==> src/rtl/ddco_pkg.sv <==
// Shared definitions for the lab stimulus/capture checkers.
// Latency: none (constants and types only).
// Backpressure: not applicable.
package ddco_pkg;

    localparam int NUM_VECTORS = 8;
    localparam int VEC_W       = 3;
    localparam int MISMATCH_W  = 4;

    // Sweep FSM encoding, kept as plain constants so older tools and
    // netlists see a fixed 2-bit state register.
    typedef logic [1:0] state_t;
    localparam state_t ST_IDLE  = 2'd0;
    localparam state_t ST_DRIVE = 2'd1;
    localparam state_t ST_DONE  = 2'd2;

    localparam logic [VEC_W-1:0] LAST_IDX = VEC_W'(NUM_VECTORS - 1);

endpackage

==> src/rtl/truth_table_sweeper_if.sv <==
// Bundle between a truth-table sweeper and its controller / circuit under test.
// Latency: none (wires only).
// Backpressure: none; start is a single-cycle request with no handshake.
//   slave  : sweeper side (takes start/abort/expected/y, drives abc and results)
//   master : controller side (drives start/abort/expected/y, observes results)
interface truth_table_sweeper_if;
    import ddco_pkg::*;

    logic                   start;
    logic                   abort;
    logic [NUM_VECTORS-1:0] expected;
    logic                   y;
    logic                   a;
    logic                   b;
    logic                   c;
    logic                   busy;
    logic                   done;
    logic [NUM_VECTORS-1:0] table_out;
    logic                   pass;
    logic [MISMATCH_W-1:0]  mismatch_cnt;

    modport slave (
        input  start, abort, expected, y,
        output a, b, c, busy, done, table_out, pass, mismatch_cnt
    );

    modport master (
        output start, abort, expected, y,
        input  a, b, c, busy, done, table_out, pass, mismatch_cnt
    );

endinterface

==> src/rtl/truth_table_sweeper_popcount8.sv <==
// Counts the set bits of an 8-bit word (0..8).
// Latency: combinational, zero cycles.
// Backpressure: none.
//   vec_i : word to count
//   cnt_o : number of ones in vec_i
module popcount8
    import ddco_pkg::*;
(
    input  logic [NUM_VECTORS-1:0] vec_i,
    output logic [MISMATCH_W-1:0]  cnt_o
);

    always_comb begin
        cnt_o = '0;
        for (int i = 0; i < NUM_VECTORS; i++) begin
            cnt_o = cnt_o + {{(MISMATCH_W-1){1'b0}}, vec_i[i]};
        end
    end

endmodule

==> src/rtl/truth_table_sweeper.sv <==
// Sweeps {a,b,c} through 0..7, samples y at the end of each hold, and grades the table.
// Latency: done rises 8*HOLD_CYCLES clocks after the edge that accepts start.
// Backpressure: start is accepted only in IDLE/DONE; abort wins over start while sweeping.
//   clk, rst_n : clock and asynchronous active-low reset
//   bus.start/abort/expected/y : sweep control, reference table, circuit output
//   bus.a/b/c : circuit inputs (current vector index, a = MSB)
//   bus.busy/done/table_out/pass/mismatch_cnt : status and results (all registered)
module truth_table_sweeper
    import ddco_pkg::*;
#(
    parameter int HOLD_CYCLES = 20,
    parameter int HOLD_W      = 8
) (
    input  logic                 clk,
    input  logic                 rst_n,
    truth_table_sweeper_if.slave bus
);

    localparam logic [HOLD_W-1:0] HOLD_LAST = HOLD_W'(HOLD_CYCLES - 1);

    state_t                 state_q,    state_d;
    logic [VEC_W-1:0]       idx_q,      idx_d;
    logic [HOLD_W-1:0]      hold_cnt_q, hold_cnt_d;
    logic [NUM_VECTORS-1:0] table_q,    table_d;
    logic [NUM_VECTORS-1:0] expected_q, expected_d;
    logic                   busy_q,     busy_d;
    logic                   done_q,     done_d;
    logic                   pass_q,     pass_d;
    logic [MISMATCH_W-1:0]  mm_cnt_q,   mm_cnt_d;

    // Table as it will be after the current edge's capture; grading on the
    // final edge must include the bit being written on that same edge.
    logic [NUM_VECTORS-1:0] table_capt;
    logic [MISMATCH_W-1:0]  mm_cnt_capt;

    always_comb begin
        table_capt        = table_q;
        table_capt[idx_q] = bus.y;
    end

    popcount8 u_popcount (
        .vec_i (table_capt ^ expected_q),
        .cnt_o (mm_cnt_capt)
    );

    always_comb begin
        state_d    = state_q;
        idx_d      = idx_q;
        hold_cnt_d = hold_cnt_q;
        table_d    = table_q;
        expected_d = expected_q;
        busy_d     = busy_q;
        done_d     = done_q;
        pass_d     = pass_q;
        mm_cnt_d   = mm_cnt_q;

        case (state_q)
            ST_IDLE, ST_DONE: begin
                if (bus.start) begin
                    state_d    = ST_DRIVE;
                    idx_d      = '0;
                    hold_cnt_d = '0;
                    table_d    = '0;
                    expected_d = bus.expected;
                    busy_d     = 1'b1;
                    done_d     = 1'b0;
                    pass_d     = 1'b0;
                    mm_cnt_d   = '0;
                end
            end
            ST_DRIVE: begin
                if (bus.abort) begin
                    // Partial table is left visible for debug.
                    state_d    = ST_IDLE;
                    idx_d      = '0;
                    hold_cnt_d = '0;
                    busy_d     = 1'b0;
                    done_d     = 1'b0;
                    pass_d     = 1'b0;
                    mm_cnt_d   = '0;
                end else if (hold_cnt_q == HOLD_LAST) begin
                    table_d    = table_capt;
                    hold_cnt_d = '0;
                    if (idx_q == LAST_IDX) begin
                        state_d  = ST_DONE;
                        busy_d   = 1'b0;
                        done_d   = 1'b1;
                        pass_d   = (table_capt == expected_q);
                        mm_cnt_d = mm_cnt_capt;
                    end else begin
                        idx_d = idx_q + 1'b1;
                    end
                end else begin
                    hold_cnt_d = hold_cnt_q + 1'b1;
                end
            end
            default: begin
                state_d    = ST_IDLE;
                idx_d      = '0;
                hold_cnt_d = '0;
                busy_d     = 1'b0;
                done_d     = 1'b0;
            end
        endcase
    end

    always_ff @(posedge clk or negedge rst_n) begin
        if (!rst_n) begin
            state_q    <= ST_IDLE;
            idx_q      <= '0;
            hold_cnt_q <= '0;
            table_q    <= '0;
            expected_q <= '0;
            busy_q     <= 1'b0;
            done_q     <= 1'b0;
            pass_q     <= 1'b0;
            mm_cnt_q   <= '0;
        end else begin
            state_q    <= state_d;
            idx_q      <= idx_d;
            hold_cnt_q <= hold_cnt_d;
            table_q    <= table_d;
            expected_q <= expected_d;
            busy_q     <= busy_d;
            done_q     <= done_d;
            pass_q     <= pass_d;
            mm_cnt_q   <= mm_cnt_d;
        end
    end

    assign bus.a            = idx_q[2];
    assign bus.b            = idx_q[1];
    assign bus.c            = idx_q[0];
    assign bus.busy         = busy_q;
    assign bus.done         = done_q;
    assign bus.table_out    = table_q;
    assign bus.pass         = pass_q;
    assign bus.mismatch_cnt = mm_cnt_q;

endmodule
==> src/flat_wrapper.sv <==
// flat-port wrapper written by rule: the top's interface ports become plain ports
module truth_table_sweeper_flat import ddco_pkg::*;
#(
    parameter int HOLD_CYCLES = 20,
    parameter int HOLD_W      = 8
)
  (clk, rst_n, bus_start, bus_abort, bus_expected, bus_y, bus_a, bus_b, bus_c, bus_busy, bus_done, bus_table_out, bus_pass, bus_mismatch_cnt);
  truth_table_sweeper_if bus_i ();
  input  logic clk;
  input  logic rst_n;
  input wire logic [$bits(bus_i.start)-1:0] bus_start;
  input wire logic [$bits(bus_i.abort)-1:0] bus_abort;
  input wire logic [$bits(bus_i.expected)-1:0] bus_expected;
  input wire logic [$bits(bus_i.y)-1:0] bus_y;
  output wire logic [$bits(bus_i.a)-1:0] bus_a;
  output wire logic [$bits(bus_i.b)-1:0] bus_b;
  output wire logic [$bits(bus_i.c)-1:0] bus_c;
  output wire logic [$bits(bus_i.busy)-1:0] bus_busy;
  output wire logic [$bits(bus_i.done)-1:0] bus_done;
  output wire logic [$bits(bus_i.table_out)-1:0] bus_table_out;
  output wire logic [$bits(bus_i.pass)-1:0] bus_pass;
  output wire logic [$bits(bus_i.mismatch_cnt)-1:0] bus_mismatch_cnt;
  assign bus_i.start = bus_start;
  assign bus_i.abort = bus_abort;
  assign bus_i.expected = bus_expected;
  assign bus_i.y = bus_y;
  assign bus_a = bus_i.a;
  assign bus_b = bus_i.b;
  assign bus_c = bus_i.c;
  assign bus_busy = bus_i.busy;
  assign bus_done = bus_i.done;
  assign bus_table_out = bus_i.table_out;
  assign bus_pass = bus_i.pass;
  assign bus_mismatch_cnt = bus_i.mismatch_cnt;
  truth_table_sweeper #(.HOLD_CYCLES(HOLD_CYCLES), .HOLD_W(HOLD_W)) u_core (.clk(clk), .rst_n(rst_n), .bus(bus_i));
endmodule
==> config.mk <==
export PLATFORM = sky130hd
export DESIGN_NAME = truth_table_sweeper_flat
export DESIGN_NICKNAME = d
export VERILOG_FILES = /design/src/rtl/ddco_pkg.sv /design/src/rtl/truth_table_sweeper_if.sv /design/src/rtl/truth_table_sweeper_popcount8.sv /design/src/rtl/truth_table_sweeper.sv /design/src/flat_wrapper.sv
export SDC_FILE = /design/constraint.sdc
export NUM_CORES = 1
export LEC_CHECK = 0
export ABC_AREA = 1
export CELL_PAD_IN_SITES_DETAIL_PLACEMENT = 1
export CELL_PAD_IN_SITES_GLOBAL_PLACEMENT = 1
export CORE_MARGIN = 2
export CORE_UTILIZATION = 25
export CTS_BUF_LIST = sky130_fd_sc_hd__clkbuf_16
export DETAILED_ROUTE_END_ITERATION = 8
export PLACE_DENSITY = 0.53
export SLEW_MARGIN = 20
export SYNTH_ARGS = -nofsm -noshare
export SYNTH_HDL_FRONTEND = slang
export SYNTH_SLANG_ARGS = --single-unit
==> constraint.sdc <==
create_clock -name clk -period 9.9 [get_ports clk]
set_input_delay 1.485 -clock clk [delete_from_list [all_inputs] [get_ports clk]]
set_output_delay 1.485 -clock clk [all_outputs]
set_load 0.005 [all_outputs]
After elaboration in Yosys (flattened, before gate mapping) --
Index checks and enable logic that the tools add are counted.
Word-level totals: bits in registers 36, input port bits 13, output and inout port bits 18, word-level logic and storage cells 80
Operators by class: add/subtract/negate cells 9, magnitude comparators 2, equality and inequality tests 11, muxes and demuxes 39, bitwise logic cells 1, reduce and logical (&&, ||, !) cells 9
Operator list (number):
- $mux W8 | 5
- $pmux W8 S2 | 2
- $add A4 B1 Y4 | 4
- $mux W4 | 4
- $mux W1 | 12
- $mux W3 | 4
- $add A8 B1 Y8 const B | 1
- $bwmux W8 | 1
- $eq A8 B5 Y1 const B | 1
- $eq A8 B8 Y1 | 1
- $mux W2 | 4
- $pmux W4 S2 | 1
- $reduce_and A4 Y1 | 2
- $xor A8 B8 Y8 | 1
- $ne A3 B2 Y1 const B | 2
- $pmux W1 S2 | 3
- $pmux W3 S2 | 1
- $reduce_and A3 Y1 | 2
- $add A3 B1 Y4 | 1
- $lt A3 B4 Y1 const B | 1
- $ne A2 B2 Y1 const B | 2
- $pmux W2 S2 | 1
- $add A2 B1 Y3 | 1
- $add A3 B1 Y3 const B | 1
- other kinds (13) | 13

Longest topological paths before layout --
Gate-level depths: netlist of the first run.
depth in word-level cells 17, mapped depth 18

Cells and area by module --
A second synthesis of the first run with hierarchy kept.
Unflattened totals: cell total of the unflattened synthesis 273, area, all modules 2125.8 um2
By module, submodules not included:
- truth_table_sweeper | instances 1, cells each 244, area each 1924.3 um2, sequential area each 875.8 um2
- popcount8 | instances 1, cells each 29, area each 201.4 um2, sequential area each 0.0 um2

Worst setup path after synthesis of the first run --
No wires, ideal clock.
path type in2reg, from in bus_y, to reg u_core.mm_cnt_q[1] (netlist: u_core.bus.mismatch_cnt[1]), library setup time 65 ps, data arrival time 4426 ps, data required time 9835 ps, path slack 5409 ps, stages on the path 14, cell sequence a31oi_1 -> xor2_1 -> inv_1 -> fa_1 -> fa_1 -> inv_1 -> fa_1 -> inv_1 -> ha_1 -> inv_1 -> fa_1 -> nor2_1 -> nand2_1 -> nand2_1
Between the ends: cells in the longest elaborated chain, start to end 13
Ends and longest elaborated chain:
- from (decl) | line flat_wrapper.sv:14 | input wire logic [$bits(bus_i.y)-1:0] bus_y;
- $bwmux W8 * | line truth_table_sweeper.sv:38 | table_capt[idx_q] = bus.y;
- $xor A8 B8 Y8 * | line truth_table_sweeper.sv:42 | .vec_i (table_capt ^ expected_q),
- $add A1 B1 Y2 | line truth_table_sweeper_popcount8.sv:16 | cnt_o = cnt_o + {{(MISMATCH_W-1){1'b0}}, vec_i[i]};
- $add A2 B1 Y3 | line truth_table_sweeper_popcount8.sv:16
- $add A3 B1 Y4 | line truth_table_sweeper_popcount8.sv:16
- $add A4 B1 Y4 (3 in series) | line truth_table_sweeper_popcount8.sv:16
- $add A4 B1 Y4 * | line truth_table_sweeper_popcount8.sv:16
- $mux W4 * | line truth_table_sweeper.sv:84 | if (idx_q == LAST_IDX) begin
- $mux W4 * | line truth_table_sweeper.sv:81 | end else if (hold_cnt_q == HOLD_LAST) begin
- $mux W4 * | line truth_table_sweeper.sv:72 | if (bus.abort) begin
- $pmux W4 S2 * | line truth_table_sweeper.sv:57 | case (state_q)
- to (signal assigned) | line truth_table_sweeper.sv:127 | mm_cnt_q <= mm_cnt_d;
- to (decl) | line truth_table_sweeper.sv:29 | logic [MISMATCH_W-1:0] mm_cnt_q, mm_cnt_d;
Every way passes the cells marked *; elsewhere a longest branch is shown, timed or not. The select of a mux whose other input is x is not followed. A chain may end at the register's enable or synchronous reset.

Final worst setup path of the first run --
Same ends and word-level chain as after synthesis.

==> results.sh, run 1 <==
export IMPL_status="finished, final reports clean"
export IMPL_cp_data_required_time_ps=10120
export IMPL_cts_num_sinks=36
export IMPL_synth_enable_flop_cells=0
export IMPL_finalSetupViolations=0
export IMPL_crit_arrival_ps=5200
export IMPL_fmax_ghz=0.201
export IMPL_yosys_warnings=0
export IMPL_grt_max_degree=37
export IMPL_p_per_area_nw_per_um2=315
export IMPL_die_x_um=96.0
export IMPL_post_cts_buffers=0
export IMPL_pre_cts_slack_ps=4600
export IMPL_synthTopCellsByCount="52 x nand2_1, 36 x dfrtp_1, 32 x inv_1"
export IMPL_yosysSeqAreaShare=0.426
export IMPL_synth_cells=258
export IMPL_synthFlopType="dfrtp_1"
export IMPL_cp_max_fo=7
export IMPL_rsz0062_at_grt="false"
export IMPL_tns_ps=0
export IMPL_die_h_um=96.0
export IMPL_yosysMostFrequentCell="nand2_1"
export IMPL_layout_setup_ws_ps=4920
export IMPL_post_route_util=0.322
export IMPL_wl_per_cell_um=14.0
export IMPL_antenna_cells=0
export IMPL_clock_latency_ps=280
export IMPL_first_iter_violations=37
export IMPL_cts_root_buf="clkbuf_16"
export IMPL_hold_ws_ps=472
export IMPL_ir_drop_uv=86.6
export IMPL_dieArea_sq_um=9220
export IMPL_start_kind="input pin"
export IMPL_antenna_found_initial=0
export IMPL_finalHoldViolations=0
export IMPL_clockBufferDepth=2
export IMPL_cts_buffers=5
export IMPL_row_count=33
export IMPL_async_reset_ff_frac=1.00
export IMPL_cp_slowest_cell="clkdlybuf4s50_1"
export IMPL_coreArea_sq_um=8220
export IMPL_nFillCells=1002
export IMPL_dpl_cell_count=388
export IMPL_postCtsHoldBufs=0
export IMPL_synth_top_cell_area_share=0.426
export IMPL_slew_violations=0
export IMPL_fin_skew_ps=5.74
export IMPL_ys_types=29
export IMPL_vias_per_cell=4.58
export IMPL_slew_headroom=0.432
export IMPL_ys_top_cells_by_area="dfrtp_1 43%, nand2_1 9.2%, inv_1 5.7%, nand3_1 5.2%, ha_1 4.1%"
export IMPL_worst_pin_slew_ps=852
export IMPL_layout_drive_gt1_share=0.0893
export IMPL_grt_pass1_vias=1891
export IMPL_gp_congestion=0.741
export IMPL_ant_nets=0
export IMPL_grt_overflow_total=0
export IMPL_p_leak_nw=1.21
export IMPL_num_nets_final=314
export IMPL_min_path_type="reg -> reg"
export IMPL_fin_crit_sh=0.503
export IMPL_drt_wl_total_um=5540
export IMPL_cp_end_kind="flop"
export IMPL_path_cells="clkdlybuf4s50_1 > a31oi_1 > xor2_1 > inv_1 > fa_1 > fa_1 > inv_1 > fa_1 > inv_1 > ha_1 > inv_1 > fa_1 > nor2_1 > nand2_1 > nand2_1"
export IMPL_worstSetupPathType="in -> reg"
export IMPL_htree_levels=2
export IMPL_dp_hpwl_um=4060
export IMPL_postCtsResizedCells=0
export IMPL_max_cap_viol_count=0
export IMPL_fin_cells=396
export IMPL_drt_pass1_iter_count=5
export IMPL_cp_slowest_stage_delay_ps=540
export IMPL_drc_errors=0
export IMPL_clk_pin_slew_ps=50
export IMPL_cts_tree="built"
export IMPL_syn_nets=282
export IMPL_vias=1815
export IMPL_synth_area_sq_um=2120
export IMPL_gr_usage_all_layers=0.135
export IMPL_num_io_pins=31
export IMPL_portBuffers=30
export IMPL_syn2layout_area_growth_pct=25.1
export IMPL_yosysTopAreaCell="dfrtp_1"
export IMPL_ys_ff_latch=36
export IMPL_fin_crit_ps=4980
export IMPL_initial_core_util=0.257
export IMPL_syn_avg_cell_area_sq_um=8.20
export IMPL_grt_pass1_wl_um=9360
==> state kept, by name, summed over array words and instances (netlist names) <==
signal / cells
u_core.state_q: 2
u_core.bus.done: 1
u_core.bus.pass: 1
u_core.idx_q: 3
u_core.expected_q: 8
u_core.bus.mismatch_cnt: 4
u_core.bus.table_out: 8
u_core.hold_cnt_q: 8
u_core.bus.busy: 1
==> layout make-up <==
type,instances,area (sq um),share of cell area
clock buffer,5,125,0.0473
tap,105,131,0.0496
timing repair buffer,30,295,0.112
clock inverter,3,11.3,0.00425
sequential,36,901,0.340
multi-input combinational,176,1020,0.387
inverter,41,159,0.0600
==> critical path, delay by kind of cell <==
kind / cells / cell delay, ps
buffers and inverters: 5 / 800
adder cells (fa/ha/maj): 5 / 2160
AND/OR/NAND/NOR: 3 / 220
XOR/XNOR: 1 / 220
AO/OA/AOI/OAI: 1 / 300
==> per-layer routing <==
layer / global-route usage / share of wire / vias up
met3: 0.0415 / 0.038 / 2
met2: 0.221 / 0.48 / 23
li1: - / - / 909
met5: 0 / 0 / -
met1: 0.173 / 0.48 / 881
met4: 0.0321 / 0.0045 / 0
==> through the flow <==
| step | cell area [sq um] | total power, W |
|---|---|---|
| 2_1_floorplan | 2120 | 0.000565 |
| 3_3_place_gp | 2510 | 0.000693 |
| 3_5_place_dp | 2510 | 0.000698 |
| 4_1_cts | 2650 | 0.000857 |
| 5_1_grt | 2650 | 0.000945 |
| 6_report | 2650 | 0.000833 |
==> logic make-up (layout without fill, tap and decap cells) <==
group,count (synthesis),count (layout),share of synthesized area
flip-flops,36,36,0.426
buffers and inverters,46,79,0.0899
AO/OA/AOI/OAI,36,36,0.0923
multiplexers,3,3,0.0160
XOR/XNOR,4,4,0.0166
AND/OR/NAND/NOR,122,122,0.280
adder cells (fa/ha/maj),11,11,0.0792
==> path summary, 6_finish.rpt <==
| path | cells past startpoint | slack [ps] | end | start |
|---|---|---|---|---|
| min | 2 | 470 | u_core.bus.mismatch_cnt[1] | u_core.bus.mismatch_cnt[1] |
| max | 15 | 4920 | u_core.bus.mismatch_cnt[1] | bus_y |
| max reg2reg | 16 | 5870 | u_core.bus.mismatch_cnt[1] | u_core.idx_q[0] |
| max in group asynchronous | 1 | 8050 | u_core.hold_cnt_q[1] | rst_n |
| min reg2reg | 2 | 470 | u_core.bus.mismatch_cnt[1] | u_core.bus.mismatch_cnt[1] |
| min in group asynchronous | 1 | 1310 | u_core.bus.table_out[7] | rst_n |
==> where the power goes <==
group	total (W)	internal, W	switching [W]
registers	0.000219	0.000185	0.0000340
logic	0.000463	0.000195	0.000268
clock network	0.000151	0.0000906	0.0000601
==> placed cells by master (no fill, tap or decap) <==
| cell | netlist | routed |
|---|---|---|
| clkinv_1 | 0 | 1 |
| nand4_1 | 12 | 12 |
| clkbuf_16 | 0 | 5 |
| a31oi_1 | 2 | 2 |
| xnor2_1 | 2 | 2 |
| o21ai_1 | 10 | 10 |
| buf_2 | 4 | 1 |
| ha_1 | 7 | 7 |
| xor2_1 | 2 | 2 |
| nand3b_1 | 5 | 5 |
| fa_1 | 4 | 4 |
| nor2_4 | 1 | 1 |
| clkdlybuf4s50_1 | 0 | 29 |
| nor2_2 | 2 | 2 |
| nand2_2 | 1 | 1 |
| nand2_8 | 1 | 1 |
| o21ai_0 | 9 | 9 |
| o21ai_4 | 1 | 1 |
| nand2_1 | 52 | 52 |
| mux2_2 | 3 | 3 |
| nor3_1 | 3 | 3 |
| nor2_8 | 1 | 1 |
| o22ai_1 | 1 | 1 |
| clkinv_4 | 1 | 1 |
| nand3_1 | 22 | 22 |
| nand2_4 | 1 | 1 |
| inv_2 | 8 | 8 |
| dfrtp_1 | 36 | 36 |
| nor2_1 | 21 | 21 |
| inv_1 | 32 | 34 |
| a21oi_1 | 13 | 13 |
Power figures use the tool's default switching activity.
==> inputs of run 2 (changes only) <==
--- a/config.mk
+++ b/config.mk
@@ -12,7 +12,7 @@
 export CORE_UTILIZATION = 25
 export CTS_BUF_LIST = sky130_fd_sc_hd__clkbuf_16
 export DETAILED_ROUTE_END_ITERATION = 8
-export PLACE_DENSITY = 0.53
+export PLACE_DENSITY = 0.55
 export SLEW_MARGIN = 20
 export SYNTH_ARGS = -nofsm -noshare
 export SYNTH_HDL_FRONTEND = slang
==> constraint.sdc (replaced) <==
create_clock -name clk -period 4.1 [get_ports clk]
set_input_delay 0.615 -clock clk [delete_from_list [all_inputs] [get_ports clk]]
set_output_delay 0.615 -clock clk [all_outputs]
set_load 0.005 [all_outputs]
==> run 2 against run 1 <==
  * Combinational power rose to 2.6 times the previous value
  * Critical path depth grew 3
  * Critical path type is now reg -> reg
  * Final area grew 3.3%
  * Critical endpoint unchanged
  * Non-clock buffer count rose by 9
  * Die area is the same
  * Setup slack got worse by 4600 ps
  * Clock skew decreased by 1.7 ps
  * Wire length decreased by 0.40%
  * First-iteration DRC count fell by 57%
  * Global-route usage grew 0.22 points
  * Highest routed layer unchanged
==> results.sh, run 2 (synthesized netlist as in run 1, its figures left out) <==
export IMPL_status="finished, final reports clean"
export IMPL_fin_crit_sh=0.927
export IMPL_initial_core_util=0.257
export IMPL_final_cell_mix="52 x nand2_1, 36 x dfrtp_1, 32 x inv_1, 28 x clkdlybuf4s50_1, 22 x nand3_1"
export IMPL_finalSetupViolations=0
export IMPL_antenna_found_initial=0
export IMPL_ant_nets=0
export IMPL_fin_skew_ps=4.07
export IMPL_busiest_layer="met2"
export IMPL_p_leak_nw=1.26
export IMPL_layout_setup_ws_ps=299
export IMPL_cts_num_sinks=36
export IMPL_post_cts_buffers=0
export IMPL_grt_use_met3=0.0290
export IMPL_min_path_type="in -> async"
export IMPL_slew_violations=0
export IMPL_final_common_cell="nand2_1"
export IMPL_antenna_cells=0
export IMPL_worstSetupPathType="reg -> reg"
export IMPL_tns_ps=0
export IMPL_die_h_um=96.0
export IMPL_die_x_um=96.0
export IMPL_cp_data_required_time_ps=4320
export IMPL_fin_crit_ps=3800
export IMPL_max_cap_viol_count=0
export IMPL_clk_pin_slew_ps=60
export IMPL_start_kind="flop"
export IMPL_cp_max_fo=10
export IMPL_dp_hpwl_um=4180
export IMPL_slew_headroom=0.428
export IMPL_num_io_pins=31
export IMPL_clock_latency_ps=280
export IMPL_cp_top_family="adder cells"
export IMPL_vias_per_cell=4.50
export IMPL_syn2layout_area_growth_pct=29.2
export IMPL_cts_root_buf="clkbuf_16"
export IMPL_pre_cts_slack_ps=-290
export IMPL_layout_drive_gt1_share=0.127
export IMPL_finalHoldViolations=0
export IMPL_fmax_ghz=0.263
export IMPL_clockBufferDepth=2
export IMPL_path_cells="buf_4 > inv_4 > nand3_1 > nand2_1 > nand3_1 > nand2_1 > inv_1 > fa_1 > fa_1 > inv_1 > fa_1 > inv_1 > ha_1 > inv_1 > fa_1 > nor2_1 > nand2_1 > nand2_1"
export IMPL_postCtsHoldBufs=0
export IMPL_drt_wl_total_um=5520
export IMPL_cp_end_kind="flop"
export IMPL_grt_max_degree=37
export IMPL_row_count=33
export IMPL_wl_per_cell_um=13.6
export IMPL_p_per_area_nw_per_um2=756
export IMPL_p_total_w=0.00207
export IMPL_cts_buffers=5
export IMPL_drt_pass1_iter_count=4
export IMPL_nFillCells=1007
export IMPL_dpl_cell_area_sq_um=2580
export IMPL_first_iter_violations=16
export IMPL_crit_buf_inv=6
export IMPL_vias=1823
export IMPL_stdcell_area_sq_um=2730
export IMPL_portBuffers=30
export IMPL_cp_slowest_cell="fa_1"
export IMPL_coreArea_sq_um=8220
export IMPL_rsz0062_at_grt="false"
export IMPL_dieArea_sq_um=9220
export IMPL_cts_tree="built"
export IMPL_worst_pin_slew_ps=858
export IMPL_grt_pass1_wl_um=9650
export IMPL_grt_pass1_vias=1981
export IMPL_num_nets_final=323
export IMPL_post_route_util=0.333
export IMPL_use_met2=0.229
export IMPL_cp_slowest_stage_delay_ps=550
export IMPL_grt_use_met1=0.181
export IMPL_gr_usage_all_layers=0.137
export IMPL_drc_errors=0
export IMPL_gp_congestion=0.809
export IMPL_crit_arrival_ps=4020
export IMPL_ir_drop_uv=232
export IMPL_htree_levels=2
export IMPL_grt_overflow_total=0
run 2: stage by stage:
stage               std cells  hold WS [ps]
global placement          397           464
global route              405           520
finish                    405           452
CTS                       405           486
detailed placement        397           470
floorplan                 258           319
run 2: where the power goes:
part | internal [W] | switching, W
combinational | 0.000507 | 0.000684
sequential | 0.000448 | 0.0000661
clock | 0.000221 | 0.000143
total | 0.00117 | 0.000893
run 2: repair_timing:
item,CTS,global route
pin swaps,0,0
resized for setup,1,3
setup endpoints to repair,1,2
run 2: layer usage:
metal  routed length [um]  up-vias  share of wire
met2                 2680       19           0.48
met3                  158        4          0.029
li1                     -      922              -
met4                   41        0         0.0074
met5                    0        -              0
met1                 2640      878           0.48
run 2: area by class of cell:
type	instances	area, sq um	share of cell area
multi-input combinational	176	1040	0.379
sequential	36	901	0.330
timing repair buffer	39	365	0.134
inverter	41	161	0.0590
tap	105	131	0.0481
clock buffer	5	125	0.0458
clock inverter	3	13.8	0.00503
run 2: worst paths after layout:
kind / slack [ps] / cells past startpoint / startpoint / to
max: 300 / 18 / u_core.idx_q[2] / u_core.bus.mismatch_cnt[1]
min: 450 / 1 / rst_n / u_core.bus.table_out[7]
max reg2reg: 300 / 18 / u_core.idx_q[2] / u_core.bus.mismatch_cnt[1]
min reg2reg: 480 / 2 / u_core.bus.busy / u_core.bus.busy
max in group asynchronous: 3110 / 1 / rst_n / u_core.hold_cnt_q[7]
min in group clk: 480 / 2 / u_core.bus.busy / u_core.bus.busy
